--- src/rtl/ram_sample_player.sv ---
// ram_sample_player: reads a 16-bit waveform out of block RAM, one 32-bit word
// per sample period, and presents each sample with a one-cycle strobe. Playback
// is single-shot or looping; the RAM port is read-only.
//
// state   | meaning
// --------+-------------------------------------------------------------
// S_IDLE  | waiting for play_start; config latched on a valid start
// S_FETCH | bram_en high, address = index*4
// S_WAIT  | read data arrives; sample/strobe registered at cycle end
// S_HOLD  | sample period countdown, then next word / wrap / finish
// S_DONE  | one cycle before returning to idle; done pulses on exit
module ram_sample_player #(
  parameter int DIV_W = 16
) (
  input  logic             clk,
  input  logic             rst,
  input  logic             play_start,
  input  logic             stop,
  input  logic             loop,
  input  logic [31:0]      len,
  input  logic [DIV_W-1:0] div,
  output logic [31:0]      bram_addr,
  output logic             bram_en,
  output logic [3:0]       bram_we,
  output logic [31:0]      bram_dout,
  output logic             bram_rst,
  input  logic [31:0]      bram_din,
  output logic [15:0]      sample,
  output logic             sample_valid,
  output logic             busy,
  output logic             done
);

  typedef enum logic [2:0] {
    S_IDLE  = 3'd0,
    S_FETCH = 3'd1,
    S_WAIT  = 3'd2,
    S_HOLD  = 3'd3,
    S_DONE  = 3'd4
  } state_t;

  state_t           r_state;
  state_t           w_next;

  logic [29:0]      r_words;
  logic [DIV_W-1:0] r_period;
  logic             r_loop;
  logic [29:0]      r_index;
  logic [DIV_W-1:0] r_cnt;
  logic [15:0]      r_sample;
  logic             r_sample_valid;
  logic             r_done;

  logic             w_start;
  logic [29:0]      w_words_in;
  logic [DIV_W-1:0] w_period_in;
  logic             w_last;
  logic             w_cnt_zero;
  logic             w_unused;

  assign w_words_in  = len[31:2];
  assign w_period_in = (div < DIV_W'(3)) ? DIV_W'(3) : div;
  assign w_start     = (r_state == S_IDLE) && play_start && !stop;
  assign w_last      = (r_index == (r_words - 30'd1));
  assign w_cnt_zero  = (r_cnt == '0);
  assign w_unused    = ^{bram_din[31:16], len[1:0]};

  // State register
  always_ff @(posedge clk or posedge rst) begin
    if (rst) r_state <= S_IDLE;
    else     r_state <= w_next;
  end

  // Next-state decode; stop returns any active state to idle
  always_comb begin
    w_next = r_state;
    case (r_state)
      S_IDLE:  if (w_start && (w_words_in != 30'd0)) w_next = S_FETCH;
      S_FETCH: w_next = S_WAIT;
      S_WAIT:  w_next = S_HOLD;
      S_HOLD: begin
        if (w_cnt_zero) begin
          if (w_last && !r_loop) w_next = S_DONE;
          else                   w_next = S_FETCH;
        end
      end
      S_DONE:  w_next = S_IDLE;
      default: w_next = S_IDLE;
    endcase
    if (stop && (r_state != S_IDLE)) w_next = S_IDLE;
  end

  // Config latch, word index, period timer and registered outputs
  always_ff @(posedge clk or posedge rst) begin
    if (rst) begin
      r_words        <= '0;
      r_period       <= '0;
      r_loop         <= 1'b0;
      r_index        <= '0;
      r_cnt          <= '0;
      r_sample       <= '0;
      r_sample_valid <= 1'b0;
      r_done         <= 1'b0;
    end else begin
      r_sample_valid <= 1'b0;
      r_done         <= 1'b0;
      case (r_state)
        S_IDLE: begin
          if (w_start) begin
            r_words  <= w_words_in;
            r_period <= w_period_in;
            r_loop   <= loop;
            r_index  <= '0;
            if (w_words_in == 30'd0) r_done <= 1'b1;
          end
        end
        S_WAIT: begin
          if (!stop) begin
            r_sample       <= bram_din[15:0];
            r_sample_valid <= 1'b1;
            // The final word of a one-shot run holds one extra cycle so that
            // done lands exactly one sample period after the last strobe.
            if (w_last && !r_loop) r_cnt <= r_period - DIV_W'(2);
            else                   r_cnt <= r_period - DIV_W'(3);
          end
        end
        S_HOLD: begin
          if (!stop) begin
            if (!w_cnt_zero)   r_cnt   <= r_cnt - DIV_W'(1);
            else if (!w_last)  r_index <= r_index + 30'd1;
            else if (r_loop)   r_index <= '0;
          end
        end
        S_DONE: begin
          if (!stop) r_done <= 1'b1;
        end
        default: ;
      endcase
    end
  end

  assign bram_addr    = {r_index, 2'b00};
  assign bram_en      = (r_state == S_FETCH) && !stop;
  assign bram_we      = 4'b0000;
  assign bram_dout    = 32'd0;
  assign bram_rst     = 1'b0;
  assign sample       = r_sample;
  assign sample_valid = r_sample_valid;
  assign busy         = (r_state != S_IDLE);
  assign done         = r_done;

endmodule
--- config.mk ---
export PLATFORM = sky130hd
export DESIGN_NAME = ram_sample_player
export DESIGN_NICKNAME = d
export VERILOG_FILES = /design/src/rtl/ram_sample_player.sv
export SDC_FILE = /design/constraint.sdc
export NUM_CORES = 1
export LEC_CHECK = 0
export CORE_ASPECT_RATIO = 0.75
export CORE_UTILIZATION = 45
export CTS_BUF_LIST = sky130_fd_sc_hd__clkbuf_8
export DETAILED_ROUTE_END_ITERATION = 8
export HOLD_SLACK_MARGIN = 0.08
export PLACE_DENSITY = 0.83
export SKIP_CTS_REPAIR_TIMING = 1
export SLEW_MARGIN = 10
export SYNTH_ARGS = -nofsm -noshare
export SYNTH_HDL_FRONTEND = slang
export SYNTH_SLANG_ARGS = --single-unit
--- constraint.sdc ---
create_clock -name clk -period 9 [get_ports clk]
set_clock_uncertainty 0.2 [all_clocks]
set_input_delay 0.9 -clock clk [delete_from_list [all_inputs] [get_ports clk]]
set_output_delay 0.9 -clock clk [all_outputs]
set_load 0.01 [all_outputs]
==> impl_metrics.ini <==
[run_status]
status = finished, final reports clean

[detailed_routing]
post_drt_wl_per_cell_um = 17.6
drt-pass1-iter-count = 5
wirelength_um = 20300
drt_iter0_drc = 627
drc_errors = 0
vias = 6840
ant_nets = 0
via_per_inst = 5.92

[layout]
utilization_pct = 56.4
syn2layout_area_growth_pct = 21.4
antennaDiodeCount = 0
fillers = 1439
final_area_mm2 = 0.00908
layout.nets = 1023
drive_gt1_share_pct = 11.4
fin_cells = 1155

[worst_setup_path]
path_class = reg -> reg
cp_num_buf_inv = 0
required_ns = 9.14
worstPathArrival_ns = 4.91
end_kind = register
max_stage_delay_ns = 0.79
crit_family = simple AND/OR/NAND/NOR gates
cp-start-kind = register
worstPathMaxFanout = 13
path_cells = nor3_2, nand4_1, or3_1, a2111oi_0, o2111ai_1, nor4_1, nand2b_1, nor2_1, mux2_2
cp_slowest_cell = nor4_1

[grt]
grt_overflow = 0
grt_max_degree = 59
antenna_found_initial = 0
grt_pass1_vias = 6071
grt_pass1_wl_um = 32500
grtUsageTotal_pct = 24.6

[power_and_ir_drop]
intPower_mw = 1.20
p_sw_mw = 0.665
combPwrFrac_pct = 29.8
leakagePower_nw = 3.57
powerDensity_mw_per_mm2 = 205
pwr-share-clk_pct = 28.1
ir_drop_uv = 106
finalPower_mw = 1.86
seqPwrFrac_pct = 42.1
switching_share_pct = 35.7

[placed_design]
dp_cells = 1123
dp_hpwl_um = 14800
io_buffers = 116
place_congestion = 0.983
placed_area_mm2 = 0.00865
post-place-ws_ns = 4.44

[sta]
hold_viol = 0
fin_crit_ns = 4.77
setup_slack_ns = 4.23
grt_setup_unrepaired = false
setup_viol = 0
setup-tns-final_ns = 0
max_freq_mhz = 210
slew_headroom_pct = 37.8
min_period_over_period_pct = 53.0
hold_ws_ns = 0.280
tightest_slew_ns = 0.933
slew_violations = 0

[synthesis]
synth_edf_count = 0
synth_area_mm2 = 0.00748
synth_flop_cell = dfrtp_1
synth.top_cell.area_share_pct = 38.1
ys_ff_latch = 114
synth_area_leader_cell = dfrtp_1
synth_seq_area_share_pct = 38.1
avgSynthCellArea_um2 = 8.99
synth_common_cells = 114 x dfrtp_1, 90 x nand2_1, 56 x nor2_1
yosysUniqueCellTypes = 76
synth_area_leaders = dfrtp_1 38%, mux2_2 6.8%, nand2_1 4.5%
synth_cells = 832
async_flop_share_pct = 100
yosysWarnings = 0
post-synth-top-count-cell = dfrtp_1

[floorplanning]
die_h_um = 114
initial_utilization_pct = 46.4
pin_count = 174
core.rowCount = 40
die-area_mm2 = 0.0171
core_mm2 = 0.0161
chipWidth_um = 151

[clocking]
cts_tree = done
cts_buffer_depth = 2
ctsRootBufferMaster = clkbuf_8
htree_levels = 4
cts_sinks = 114
cts_buffers = 17
clkLatencyLatePin_ns = 0.46
clk_pin_slew_ns = 0.08

[job]
max-cap-violations = 0

[worst_hold_path]
hold_class = reg -> reg
-- placed cells by master, fill, tap and decap left out, drive strengths merged, types with 5 or more instances in the layout --
cell           count
mux2              45
o21ai             36
buf                8
xor2              16
clkinv             5
a22oi              7
inv               19
nor2              56
a2111oi            5
o211ai             6
a21oi             43
nand4             28
nand2b             6
or3               18
a31oi              5
nand3             20
or2                9
or4               21
clkdlybuf4s50    116
nor3              24
nor4              29
clkbuf            20
mux2i             12
and3               9
nand2             90
conb              39
nor2b              6
o31ai             19
ha                 6
xnor2             33
and2               8
dfrtp            114
-- worst min-delay path, cell delays in order, from the launching register on --
cell	delay, ns
dfrtp_1	0.35
nand2_1	0.05
nand2_1	0.05
-- metal layers --
metal	GRT usage [%]	vias up	part of all wire (%)
met1	37.3	3296	48
met3	5.92	32	8.0
met5	0	-	0
met4	7.80	0	1.6
li1	-	3214	-
met2	34.0	298	42
-- path summary, 6_finish.rpt --
check,cells past startpoint,endpoint,slack (ns),startpoint
min in group asynchronous,2,sample[13],0.71,rst
min reg2reg,2,sample[8],0.28,sample[8]
max reg2reg,9,r_index[0],4.23,r_words[7]
max in group asynchronous,3,r_words[23],6.68,rst
min,2,sample[8],0.28,sample[8]
max,9,r_index[0],4.23,r_words[7]
-- flip-flops by register name, indices dropped and copies added, names as in the netlist --
register      cells
r_index          30
r_words          30
r_cnt            16
r_period         16
sample           16
r_state           3
done              1
r_loop            1
sample_valid      1
-- logic make-up (layout without fill, tap and decap cells) --
group	count (synthesis)	in the layout	share of synthesized area (%)
AND/OR/NAND/NOR	338	338	24.0
AO/OA/AOI/OAI	170	170	15.6
flip-flops	114	114	38.1
buffers and inverters	97	172	6.99
multiplexers	57	57	8.43
XOR/XNOR	49	49	5.74
adder cells (fa/ha/maj)	6	6	1.00
other	1	39	0.0501
-- power by group through the flow --
stage                     Combinational [mW]  Clock (mW)  Sequential, mW
after CTS                              0.551       0.530           0.780
final                                  0.556       0.524           0.784
after global routing                   0.612       0.554           0.804
after detailed placement               0.546           0           0.788
after floorplan                        0.393           0           0.753
after global placement                 0.530           0           0.780
-- final cells by class --
cell class	instances	area, um^2	share of cell area, %
sequential	114	2850	31.4
clock inverter	12	155	1.71
inverter	16	62.6	0.689
multi-input combinational	659	4250	46.8
tap	210	263	2.89
clock buffer	20	275	3.03
timing repair buffer	124	1220	13.4
(Power assumes the default switching activity.)
